<file path="config.mk">
export PLATFORM = sky130hd
export DESIGN_NAME = rope_line_drawer
export DESIGN_NICKNAME = d
export VERILOG_FILES = /design/src/rtl/rope_line_drawer.sv
export SDC_FILE = /design/constraint.sdc
export NUM_CORES = 1
export LEC_CHECK = 0
export ABC_CLOCK_PERIOD_IN_PS = 7200
export CORE_MARGIN = 4
export CORE_UTILIZATION = 28
export DETAILED_ROUTE_END_ITERATION = 12
export GPL_ROUTABILITY_DRIVEN = 1
export PLACE_DENSITY = 0.56
export REMOVE_ABC_BUFFERS = 1
export SYNTH_ARGS = -nofsm -noshare
export SYNTH_HDL_FRONTEND = slang
export SYNTH_SLANG_ARGS = --single-unit
</file>
<file path="constraint.sdc">
create_clock -name clock -period 7.2 [get_ports clock]
set_input_delay 1.08 -clock clock [delete_from_list [all_inputs] [get_ports clock]]
set_output_delay 1.08 -clock clock [all_outputs]
set_load 0.005 [all_outputs]
</file>
<file path="src/rtl/rope_line_drawer.sv">
// Rasterises the rope as a Bresenham line from a fixed pivot to the latched endpoint,
// first erasing the previous rope in the background colour, one pixel per clock.
module rope_line_drawer #(
    parameter int         ORIGIN_X    = 160,
    parameter int         ORIGIN_Y    = 45,
    parameter logic [2:0] ROPE_COLOUR = 3'b000,
    parameter logic [2:0] BG_COLOUR   = 3'b111
) (
    input  logic       clock,
    input  logic       reset,
    input  logic       start,
    input  logic [9:0] end_x,
    input  logic [9:0] end_y,
    output logic       busy,
    output logic       done,
    output logic [8:0] vga_x,
    output logic [7:0] vga_y,
    output logic [2:0] vga_colour,
    output logic       vga_plot
);

    typedef enum logic [2:0] {
        IDLE,
        ERASE_INIT,
        ERASE,
        DRAW_INIT,
        DRAW,
        FINISH
    } state_t;

    localparam logic [8:0]  ORIGIN_X9  = 9'(ORIGIN_X);
    localparam logic [7:0]  ORIGIN_Y8  = 8'(ORIGIN_Y);
    localparam logic [10:0] ORIGIN_X11 = 11'(ORIGIN_X);
    localparam logic [10:0] ORIGIN_Y11 = 11'(ORIGIN_Y);

    state_t             state_q, state_d;
    logic               prev_valid_q, prev_valid_d;
    logic [8:0]         prev_x_q, prev_x_d;
    logic [7:0]         prev_y_q, prev_y_d;
    logic [8:0]         new_x_q, new_x_d;
    logic [7:0]         new_y_q, new_y_d;
    logic [8:0]         cur_x_q, cur_x_d;
    logic [7:0]         cur_y_q, cur_y_d;
    logic [8:0]         tgt_x_q, tgt_x_d;
    logic [7:0]         tgt_y_q, tgt_y_d;
    logic signed [10:0] dx_q, dx_d;
    logic signed [10:0] dy_q, dy_d;
    logic               sx_neg_q, sx_neg_d;
    logic               sy_neg_q, sy_neg_d;
    logic signed [11:0] err_q, err_d;

    logic [8:0]         clamp_x;
    logic [7:0]         clamp_y;
    logic [8:0]         init_tx;
    logic [7:0]         init_ty;
    logic signed [10:0] diff_x;
    logic signed [10:0] diff_y;
    logic signed [12:0] e2;
    logic signed [12:0] dx_ext13;
    logic signed [12:0] dy_ext13;

    // NOTE: every signal written here gets a value before any branch, so no latch is inferred.
    always_comb begin
        state_d      = state_q;
        prev_valid_d = prev_valid_q;
        prev_x_d     = prev_x_q;
        prev_y_d     = prev_y_q;
        new_x_d      = new_x_q;
        new_y_d      = new_y_q;
        cur_x_d      = cur_x_q;
        cur_y_d      = cur_y_q;
        tgt_x_d      = tgt_x_q;
        tgt_y_d      = tgt_y_q;
        dx_d         = dx_q;
        dy_d         = dy_q;
        sx_neg_d     = sx_neg_q;
        sy_neg_d     = sy_neg_q;
        err_d        = err_q;

        clamp_x  = (end_x > 10'd319) ? 9'd319 : end_x[8:0];
        clamp_y  = (end_y > 10'd239) ? 8'd239 : end_y[7:0];
        init_tx  = (state_q == ERASE_INIT) ? prev_x_q : new_x_q;
        init_ty  = (state_q == ERASE_INIT) ? prev_y_q : new_y_q;
        diff_x   = $signed({2'b00, init_tx}) - $signed(ORIGIN_X11);
        diff_y   = $signed({3'b000, init_ty}) - $signed(ORIGIN_Y11);
        e2       = {err_q, 1'b0};
        dx_ext13 = {{2{dx_q[10]}}, dx_q};
        dy_ext13 = {{2{dy_q[10]}}, dy_q};

        case (state_q)
            IDLE: begin
                if (start) begin
                    new_x_d = clamp_x;
                    new_y_d = clamp_y;
                    state_d = prev_valid_q ? ERASE_INIT : DRAW_INIT;
                end
            end
            ERASE_INIT, DRAW_INIT: begin
                cur_x_d  = ORIGIN_X9;
                cur_y_d  = ORIGIN_Y8;
                tgt_x_d  = init_tx;
                tgt_y_d  = init_ty;
                dx_d     = diff_x[10] ? -diff_x : diff_x;
                dy_d     = diff_y[10] ? diff_y : -diff_y;
                sx_neg_d = diff_x[10];
                sy_neg_d = diff_y[10];
                err_d    = {dx_d[10], dx_d} + {dy_d[10], dy_d};
                state_d  = (state_q == ERASE_INIT) ? ERASE : DRAW;
            end
            ERASE, DRAW: begin
                if (cur_x_q == tgt_x_q && cur_y_q == tgt_y_q) begin
                    state_d = (state_q == ERASE) ? DRAW_INIT : FINISH;
                end else begin
                    // Both axis steps test the same e2, and their error updates add up.
                    if (e2 >= dy_ext13) begin
                        err_d   = err_d + {dy_q[10], dy_q};
                        cur_x_d = sx_neg_q ? cur_x_q - 9'd1 : cur_x_q + 9'd1;
                    end
                    if (e2 <= dx_ext13) begin
                        err_d   = err_d + {dx_q[10], dx_q};
                        cur_y_d = sy_neg_q ? cur_y_q - 8'd1 : cur_y_q + 8'd1;
                    end
                end
            end
            FINISH: begin
                prev_x_d     = new_x_q;
                prev_y_d     = new_y_q;
                prev_valid_d = 1'b1;
                state_d      = IDLE;
            end
            default: state_d = IDLE;
        endcase
    end

    always_comb begin
        busy       = (state_q != IDLE);
        done       = (state_q == FINISH);
        vga_plot   = (state_q == ERASE) || (state_q == DRAW);
        vga_x      = vga_plot ? cur_x_q : 9'd0;
        vga_y      = vga_plot ? cur_y_q : 8'd0;
        vga_colour = (state_q == DRAW) ? ROPE_COLOUR : BG_COLOUR;
    end

    // NOTE: sequential state uses non-blocking assignments so every register samples pre-edge values.
    always_ff @(posedge clock) begin
        if (reset) begin
            state_q      <= IDLE;
            prev_valid_q <= 1'b0;
            prev_x_q     <= ORIGIN_X9;
            prev_y_q     <= ORIGIN_Y8;
            new_x_q      <= '0;
            new_y_q      <= '0;
            cur_x_q      <= '0;
            cur_y_q      <= '0;
            tgt_x_q      <= '0;
            tgt_y_q      <= '0;
            dx_q         <= '0;
            dy_q         <= '0;
            sx_neg_q     <= 1'b0;
            sy_neg_q     <= 1'b0;
            err_q        <= '0;
        end else begin
            state_q      <= state_d;
            prev_valid_q <= prev_valid_d;
            prev_x_q     <= prev_x_d;
            prev_y_q     <= prev_y_d;
            new_x_q      <= new_x_d;
            new_y_q      <= new_y_d;
            cur_x_q      <= cur_x_d;
            cur_y_q      <= cur_y_d;
            tgt_x_q      <= tgt_x_d;
            tgt_y_q      <= tgt_y_d;
            dx_q         <= dx_d;
            dy_q         <= dy_d;
            sx_neg_q     <= sx_neg_d;
            sy_neg_q     <= sy_neg_d;
            err_q        <= err_d;
        end
    end

endmodule

</file>
Word level (Yosys, flattened, before mapping). Cells that the tools add are included.

Output and inout bits: 23. Register bits after elaboration: 108. Word-level logic and storage cells: 83.

Add/subtract/negate cells: 11. Order comparisons: 4. Equality and inequality tests: 12. Reductions and logical operators: 12. Multiplexer cells: 29.

Operator list (count): $mux 12 (5); $mux 9 (6); $mux 8 (6); $add 12x12->12 (2); $pmux 12 s2 (1); $mux 11 (2); $pmux 9 s2 (1); $pmux 8 s2 (1); $mux 3 (5); $ge 13x11->1 (1); $le 13x11->1 (1); $add 11x11->12 (1); $neg 10->11 (1); $neg 9->11 (1); $gt 10x8->1 const B (1); $gt 10x9->1 const B (1); $ne 2x2->1 const B (5); $sub 9x8->10 const B (1); $add 9x1->9 const B (1); $eq 9x9->1 (1); $pmux 3 s3 (1); $sub 8x6->9 const B (1); $sub 9x1->9 const B (1); $add 8x1->8 const B (1); other kinds (14) (20).

Longest topological paths before layout. Gate-level depths: netlist of the first run.

Depth in word-level cells: 8. Depth in mapped cells: 22. Depth with buffers taken out: 18.

Worst setup path before layout of the first run. No wires, ideal clock.

Kind: flip-flop to flip-flop. Start point: register state_q[0]. End point: register err_q[11]. Arrival time: 4717 ps. Setup time: 87 ps. Cell stages (with the launch flop): 22. Clock period less this slack: 4804 ps. Setup slack: 2396 ps. Path through: dfxtp_1 buf_6 nor3b_4 buf_6 buf_4 mux2i_1 ha_1 clkbuf_1 o21a_1 o22a_1 buf_2 nor2_1 a21oi_1 ha_1 a211oi_1 o21a_1 o21bai_1 a31o_2 a21o_1 a2111oi_0 a2111oi_0 o31ai_1.

Word-level cells in the longest chain between the ends: 7. Elaborated cells on any way between the ends: 19. Those cells by class: add/sub (5); eq/ne (5); mux (5); reduce/logical (4).

Ends and longest elaborated chain: start, declared (line 36) `state_t state_q, state_d;`; start signal, assigned (line 163) `state_q <= state_d;`; $eq 3x1->1 (line 82, 83, 90); $mux 9 / $mux 8 (equally long branches) (line 82, 83); $sub 9x8->10 / $sub 8x6->9 (equally long branches) (line 84, 85); $neg 10->11 / $neg 9->11 (equally long branches) (line 103, 104); $mux 11, on equally long branches (line 103, 104); $add 11x11->12 (line 107) `err_d = {dx_d[10], dx_d} + {dy_d[10], dy_d};`; $pmux 12 s2 (line 90) `case (state_q)`; end signal, assigned (line 177) `err_q <= err_d;`; end, declared (line 50) `logic signed [11:0] err_q, err_d;`.

Several ways; a longest one is shown, not always the timed one. A chain may end at the register's enable or synchronous reset.

Worst setup path in the final report of the first run.
Start point: register state_q[2]. End point: register err_q[11].

The elaborated chain is that of the path after synthesis.

==> summary.txt, run 1 <==
Placed design
  • Global placement routability congestion: 0.803
  • Post-DP Area: 0.00856 mm²
  • Detail Placement HPWL: 16,000 µm
  • Buffers added on ports: 45

Cells and area
  • Final antenna diode count: 0
  • Post-route cell area: 0.00885 mm²
  • Synth-to-layout area growth: 13.9%
  • Final #Nets: 1,088
  • Post-route core utilization: 0.327
  • Fraction of final layout cells sized beyond drive strength 1: 0.0618

Critical path
  • Cell with the largest stage delay on the worst path: sky130_fd_sc_hd__mux2i_1
  • Required time reported for the critical path endpoint: approximately 7500 ps
  • CP Buf/Inv Count: 1
  • Worst setup path start: state_q[2]
  • Critical path launch point type: flip-flop
  • Ordered cell list for the critical path: nor3b_4 -> buf_4 -> mux2i_1 -> ha_1 -> o21a_1 -> o22a_1 -> nor2_1 -> a21oi_1 -> ha_1 -> a211oi_1 -> o21a_1 -> o21bai_1 -> a31o_2 -> a21o_1 -> a2111oi_0 -> a2111oi_0 -> o31ai_1
  • Worst Path Class, Setup: reg2reg
  • R2R setup slack: around 1700 ps
  • Maximum fanout count along the critical path: 23
  • Reg-to-reg endpoint: err_q[11]
  • Worst Path Arrival: ~5800 ps
  • Delay of the slowest critical-path stage: roughly 810 ps
  • Cell count of the worst reg-to-reg path: 17
  • Reg-to-reg critical path startpoint: state_q[2]
  • CP endpoint kind: flip-flop
  • Kind of cell adding the most delay to the critical path: compound AO/OA/AOI/OAI gates

Floorplan
  • Horizontal extent of the die: 175 µm
  • Count of standard-cell rows: 60
  • Initial Utilization: 0.287
  • Die area: 0.0305 mm²
  • Placeable core area: around 0.027 mm²
  • Floorplan die height: 175 µm
  • Number of top-level pins: 46

Global route
  • Maximum number of pins on one net before global-route repair: 49
  • First-pass GRT wire length: around 35,000 µm
  • Overall fraction of global-route tracks in use: 0.137
  • Vias in the first global route: 6,561
  • Initial antenna violation count: 0
  • Grt ovf: 0

CTS
  • Htree depth: 3
  • CTS Sinks: 107
  • Clock tree from TritonCTS: built
  • Maximum buffer depth of the clock tree: 2
  • Root buffer selected by CTS: sky130_fd_sc_hd__clkbuf_16
  • Clock latency of the later-clocked register in the worst-skew pair: around 350 ps
  • Number of post-CTS setup repair buffers: 0
  • Quantity of hold-fixing buffers added after cts: 0
  • Number of gates given a new drive strength after cts: 0
  • CTS clk-pin slew, worst paths: 70 ps
  • Num CTS Buffers: 9

Synth
  • Share of cell area taken by muxes after synthesis: 0.0407
  • Number of enable flip-flop cells after synthesis: 0
  • Total number of yosys warnings: 0
  • Register area share after synthesis: 0.276
  • Main combinational cell family by area after synthesis: compound AO/OA/AOI/OAI gates
  • Cell types occupying the most area after synthesis: sky130_fd_sc_hd__dfxtp_1 (28%), sky130_fd_sc_hd__ha_1 (13%), sky130_fd_sc_hd__nand2_1 (5.5%), sky130_fd_sc_hd__a21oi_1 (5.0%), sky130_fd_sc_hd__xor2_1 (4.4%)
  • Number of register bits inferred by synthesis: 107
  • XOR/XNOR share of the synthesized area: 0.0798
  • Post-Syn Instances: around 960
  • Leading cell type by number of instances after synthesis: sky130_fd_sc_hd__nand2_1
  • Dominant cell type by area after synthesis: sky130_fd_sc_hd__dfxtp_1
  • Synth Flop Type: sky130_fd_sc_hd__dfxtp_1
  • Share of flip-flops with an asynchronous set or reset after synthesis: 0
  • Adder-cell share of the synthesized area: 0.138
  • Synthesized-area fraction occupied by ao, oa, aoi and oai cells: 0.223
  • Cell types with the highest counts after synthesis: sky130_fd_sc_hd__nand2_1 (114), sky130_fd_sc_hd__dfxtp_1 (107), sky130_fd_sc_hd__nor2_1 (83)
  • Mapped Avg Cell Area: 8.06 µm²
  • Share of the synthesized area in the top cell type: 0.276
  • Cell Area, Synth: 0.00777 mm²
  • Synth Area in Simple Gates: 0.191
  • Number of distinct library cells after synthesis: 74

Flow run
  • Number of max-capacitance violations reported: 0

Timing
  • Post-layout minimum cycle time: ~5500 ps
  • Final hold violation count: 0
  • Achievable clock frequency: approximately 180 MHz
  • Unrepaired setup endpoints after global routing: no
  • Final max-slew violation count: 0
  • Sum of negative setup slack: 0 ps
  • Worst clock skew: 6.79 ps
  • Setup-violating endpoint count in the final report: 0
  • Slew of the pin with the lowest slew margin: 1090 ps
  • Final Cycle Share: 0.765
  • Worst slew margin relative to its limit: 0.272

Power and ir drop
  • Power density over the cells: 379 mW/mm²
  • Psw: 1540 µW
  • Leakage power total: 0.00359 µW
  • Worst supply voltage drop on vdd: 0.147 mV
  • Switching share of power: 0.460
  • Combinational share of power: 0.595
  • Clock network power share: 0.151
  • Cell Int Power: 1810 µW
  • Reg power frac: 0.254

Drt
  • Average wire per cell in the routed design: 15.2 µm
  • Via count: 6,770
  • Detailed-routing iteration count for the pre-antenna-repair pass: 4
  • Remaining antenna violation count after routing: 0
  • Post-route DRC violation count: 0
  • Iter 0 DRT Violations: 339
  • Avg Vias per Cell: approximately 5
  • Wire length after detailed routing: 20,700 µm

Hold path
  • WHS Endpoint: prev_x_q[0]
  • Hold path startpoint: prev_x_q[0]
  • Worst hold path type: reg2reg
  • Hold Path Cell Cnt: 2

Outcome
  • Status: finished, final reports clean
[registers in the layout, indices dropped and copies added (netlist names), 9 cells and up]
| name | count |
|---|---|
| cur_x_q | 9 |
| dx_q | 10 |
| dy_q | 11 |
| err_q | 12 |
| new_x_q | 9 |
| prev_x_q | 9 |
| tgt_x_q | 9 |
[worst reg2reg max path, cell delays in order (launching register included)]
cell                        delay (ps)
sky130_fd_sc_hd__dfxtp_1           480
sky130_fd_sc_hd__nor3b_4           240
sky130_fd_sc_hd__buf_4             380
sky130_fd_sc_hd__mux2i_1           830
sky130_fd_sc_hd__ha_1              420
sky130_fd_sc_hd__o21a_1            230
sky130_fd_sc_hd__o22a_1            420
sky130_fd_sc_hd__nor2_1             90
sky130_fd_sc_hd__a21oi_1           250
sky130_fd_sc_hd__ha_1              300
sky130_fd_sc_hd__a211oi_1          290
sky130_fd_sc_hd__o21a_1            200
sky130_fd_sc_hd__o21bai_1          100
sky130_fd_sc_hd__a31o_2            260
sky130_fd_sc_hd__a21o_1            190
sky130_fd_sc_hd__a2111oi_0         370
sky130_fd_sc_hd__a2111oi_0         130
sky130_fd_sc_hd__o31ai_1           230
[metrics by stage]
stage                     total power (µW)  worst slack, ps  hold slack [ps]  instances
final                                 3350             1690              457       1359
after global routing                  3670             1160              470       1359
after CTS                             3360             1740              457       1359
after detailed placement              2850             1800              447       1343
after global placement                2810             1940              442       1343
after floorplan                       2290             2100              421        918
[cells in the final DEF (no fill, tap or decap), types with 6 or more instances in the layout]
cell type / count
sky130_fd_sc_hd__nand2_1: 114
sky130_fd_sc_hd__dfxtp_1: 107
sky130_fd_sc_hd__nor2_1: 82
sky130_fd_sc_hd__a21oi_1: 78
sky130_fd_sc_hd__ha_1: 78
sky130_fd_sc_hd__inv_1: 48
sky130_fd_sc_hd__clkdlybuf4s50_1: 44
sky130_fd_sc_hd__o21ai_0: 42
sky130_fd_sc_hd__xor2_1: 39
sky130_fd_sc_hd__a211oi_1: 32
sky130_fd_sc_hd__nor3_1: 30
sky130_fd_sc_hd__xnor2_1: 30
sky130_fd_sc_hd__nand3_1: 22
sky130_fd_sc_hd__mux2i_1: 21
sky130_fd_sc_hd__and3_1: 20
sky130_fd_sc_hd__a21o_1: 18
sky130_fd_sc_hd__o221a_2: 10
sky130_fd_sc_hd__nor4_1: 9
sky130_fd_sc_hd__a31oi_1: 9
sky130_fd_sc_hd__o211ai_1: 9
sky130_fd_sc_hd__clkbuf_16: 9
sky130_fd_sc_hd__buf_4: 8
sky130_fd_sc_hd__and4_1: 7
sky130_fd_sc_hd__nor2b_1: 7
sky130_fd_sc_hd__o21a_1: 6
[worst max path at each step]
stage,slack [ps],depth (start not counted),endpoint
global placement,1940,17,err_q[11]
global route,1160,18,err_q[11]
floorplan,2100,16,err_q[11]
finish,1690,17,err_q[11]
detailed placement,1800,17,err_q[11]
CTS,1740,17,err_q[11]
[metal layers]
layer	GRT usage	part of all wire	wire length, µm	up-vias
met4	0.0337	0.014	294	0
met5	0	0	0	-
met3	0.0186	0.027	559	17
met2	0.221	0.45	9320	90
met1	0.194	0.51	10500	3162
li1	-	-	-	3501
[layout make-up]
class	instances	area [µm²]
Multi-Input combinational cell	762	5260
Clock buffer	11	243
Timing Repair Buffer	53	505
Sequential cell	107	2140
Clock inverter	5	52.6
Inverter	49	184
Tap cell	372	465
Fill cell	2921	18200
[power by group through the flow]
stage	clock network [µW]	registers, µW	logic, µW
2_1_floorplan	0	806	1490
6_report	507	852	1990
3_5_place_dp	0	866	1980
4_1_cts	513	852	2000
3_3_place_gp	0	865	1950
5_1_grt	539	871	2260
[cells by family after synthesis]
logic type                 Yosys count
buffers and inverters               97
xor gates and xnor gates            70
AOI/OAI and AO/OA                  259
and+or+nand+nor                    318
adders and majority gates           83
muxes                               29
DFF                                107
other                                1
(Power assumes the default switching activity.)
==> run 2, diff against run 1 <==
ABC_CLOCK_PERIOD_IN_PS = 5400   (was 7200)
clock period = 5.4 ns   (was 7.2 ns; I/O delays follow)
==> run 2 against run 1 <==
Effect of this change:
- count of clock-buffer cells in the layout shrank 2
- first-iteration DRC count grew 0.29%
- global-route usage is essentially flat
- sequential share of layout area shrank 0.22 points
- clock power grew 34%
- setup slack lost 1200 ps
- hold slack is essentially flat
- critical path type unchanged
- utilization grew 0.30 points
- combinational power grew 36%
- flip-flop and latch count is the same
- routed wire length grew 1.2%
==> summary.txt, run 2 (same netlist as run 1, synthesis figures left out) <==
Critical path
  • CP endpoint kind: flip-flop
  • Required time reported for the critical path endpoint: 5680 ps
  • Critical path launch point type: flip-flop
  • Worst Path Class, Setup: reg2reg
  • Ordered cell list for the critical path: nor3b_4 -> buf_4 -> mux2i_1 -> ha_1 -> o21ai_4 -> o21ai_0 -> buf_4 -> inv_1 -> ha_1 -> a211oi_1 -> o21a_1 -> o21bai_1 -> a31o_2 -> a21o_1 -> a2111oi_0 -> a2111oi_0 -> o31ai_1
  • Cell with the largest stage delay on the worst path: sky130_fd_sc_hd__mux2i_1
  • CP Buf/Inv Count: 3
  • Kind of cell adding the most delay to the critical path: compound AO/OA/AOI/OAI gates
  • Worst Path Arrival: 5190 ps
  • Delay of the slowest critical-path stage: 520 ps
  • Maximum fanout count along the critical path: 12

Cells and area
  • Synth-to-layout area growth: 14.9%
  • Number of fill cells in the layout: 2,898
  • Sequential cell area: 0.00214 mm²
  • Most common library cell in the layout ignoring fill and taps: sky130_fd_sc_hd__nand2_1
  • Most used cells in the layout excluding fill and tap cells: sky130_fd_sc_hd__nand2_1 (114), sky130_fd_sc_hd__dfxtp_1 (107), sky130_fd_sc_hd__nor2_1 (82)
  • Registers with the most flip-flops: err_q x12, dy_q x11, dx_q x10
  • Area of the multi-input gates: 0.00526 mm²
  • Fraction of final layout cells sized beyond drive strength 1: 0.0732
  • Final #Nets: 1,098
  • Most flop-heavy register: err_q
  • Largest register FFs: 12
  • Final antenna diode count: 0

Placed design
  • Place WS: 481 ps
  • Detail Placement HPWL: around 16,000 µm
  • Buffers added on ports: 45
  • Global placement routability congestion: 0.803

CTS
  • CTS Sinks: 107
  • Quantity of hold-fixing buffers added after cts: 0
  • Htree depth: 3
  • Number of post-CTS setup repair buffers: 0
  • Clock latency of the later-clocked register in the worst-skew pair: around 370 ps
  • Root buffer selected by CTS: sky130_fd_sc_hd__clkbuf_16
  • Maximum buffer depth of the clock tree: 2
  • CTS clk-pin slew, worst paths: roughly 90 ps
  • Clock tree from TritonCTS: built
  • Number of gates given a new drive strength after cts: 0
  • Num CTS Buffers: 9

Timing
  • Worst slew margin relative to its limit: 0.300
  • Final max-slew violation count: 0
  • Final Cycle Share: 0.910
  • Final hold violation count: 0
  • Worst clock skew: 12.7 ps
  • Sum of negative setup slack: 0 ps
  • Post-layout minimum cycle time: approximately 4900 ps
  • Achievable clock frequency: 203 MHz
  • Slew of the pin with the lowest slew margin: between 1000 and 1500 ps
  • Setup-violating endpoint count in the final report: 0
  • Unrepaired setup endpoints after global routing: no
  • Setup ws final: 485 ps

Drt
  • Total met3 wirelength after detailed routing: 868 µm
  • Via count: 6,801
  • M1 WL: 10,400 µm
  • Avg Vias per Cell: 4.97
  • Highest layer used for signal routing: met4
  • Post-route DRC violation count: 0
  • Average wire per cell in the routed design: 15.3 µm
  • Remaining antenna violation count after routing: 0
  • Detailed-routing iteration count for the pre-antenna-repair pass: 4
  • Iter 0 DRT Violations: 340
  • Met2 wirelength from detailed routing: 9390 µm
  • Wire length after detailed routing: around 21,000 µm

Hold path
  • Worst hold path type: reg2reg

Floorplan
  • Initial Utilization: 0.287
  • Horizontal extent of the die: 175 µm
  • Number of top-level pins: 46
  • Die area: 0.0305 mm²
  • Count of standard-cell rows: 60
  • Floorplan die height: 175 µm
  • Placeable core area: 0.0271 mm²

Outcome
  • Status: finished, final reports clean

Power and ir drop
  • Worst supply voltage drop on vdd: 0.229 mV
  • Power density over the cells: 505 mW/mm²
  • Leakage power total: 0.00364 µW

Global route
  • First-pass GRT wire length: 34,200 µm
  • Vias in the first global route: 6,531
  • Grt ovf: 0
  • Initial antenna violation count: 0
  • Maximum number of pins on one net before global-route repair: 75
  • Overall fraction of global-route tracks in use: 0.136

Flow run
  • Number of max-capacitance violations reported: 0
-- run 2: cell count changes in the layout (fill, tap and decap cells not counted) --
cell / previous run / this run
sky130_fd_sc_hd__buf_4: 8 / 18
sky130_fd_sc_hd__bufinv_16: 1 / 0
sky130_fd_sc_hd__clkbuf_1: 1 / 0
sky130_fd_sc_hd__clkbuf_8: 1 / 0
sky130_fd_sc_hd__clkinv_2: 3 / 1
sky130_fd_sc_hd__clkinv_8: 0 / 1
sky130_fd_sc_hd__inv_6: 0 / 1
sky130_fd_sc_hd__inv_8: 0 / 3
sky130_fd_sc_hd__mux2i_1: 21 / 20
sky130_fd_sc_hd__mux2i_2: 2 / 3
-- run 2: where the power goes --
part	total (µW)	switching (µW)	leakage (µW)	internal, µW
combinational	2710	1580	0.00262	1140
sequential	1120	187	0.000876	933
clock	681	353	0.000145	329
total	4510	2110	0.00364	2400
-- run 2: final cells by class --
| cell class | count | area share |
|---|---|---|
| inverter | 49 | 0.0206 |
| clock buffer | 9 | 0.0252 |
| tap | 372 | 0.0521 |
| clock inverter | 7 | 0.00798 |
| timing repair buffer | 63 | 0.0650 |
| sequential | 107 | 0.240 |
| multi-input combinational | 762 | 0.589 |
-- run 2: routing by layer --
metal  vias up  track usage
li1       3519            -
met1      3161        0.192
met2       105        0.220
met3        16       0.0201
met4         0       0.0347
met5         -            0
-- run 2: per-stage QoR --
step / hold WS, ps / util / area [µm²] / power (µW) / instances
floorplan: 421 / - / 7570 / 3060 / 918
global placement: 444 / 0.319 / 8630 / 3810 / 1353
detailed placement: 446 / 0.319 / 8630 / 3840 / 1353
CTS: 458 / 0.329 / 8930 / 4530 / 1369
global route: 491 / 0.330 / 8930 / 4930 / 1369
finish: 457 / 0.330 / 8930 / 4510 / 1369
-- run 2: path summary, 6_finish.rpt --
kind | start | to | slack (ps) | cells past startpoint
max | state_q[2] | err_q[11] | 480 | 17
max reg2reg | state_q[2] | err_q[11] | 480 | 17
min | prev_x_q[0] | prev_x_q[0] | 460 | 2
min reg2reg | prev_x_q[0] | prev_x_q[0] | 460 | 2
-- run 2: worst reg2reg max path, cell delays in order, from the launching register on --
cell,delay (ps)
sky130_fd_sc_hd__dfxtp_1,480
sky130_fd_sc_hd__nor3b_4,340
sky130_fd_sc_hd__buf_4,280
sky130_fd_sc_hd__mux2i_1,530
sky130_fd_sc_hd__ha_1,410
sky130_fd_sc_hd__o21ai_4,150
sky130_fd_sc_hd__o21ai_0,300
sky130_fd_sc_hd__buf_4,190
sky130_fd_sc_hd__inv_1,50
sky130_fd_sc_hd__ha_1,290
sky130_fd_sc_hd__a211oi_1,310
sky130_fd_sc_hd__o21a_1,200
sky130_fd_sc_hd__o21bai_1,110
sky130_fd_sc_hd__a31o_2,260
sky130_fd_sc_hd__a21o_1,190
sky130_fd_sc_hd__a2111oi_0,370
sky130_fd_sc_hd__a2111oi_0,120
sky130_fd_sc_hd__o31ai_1,240
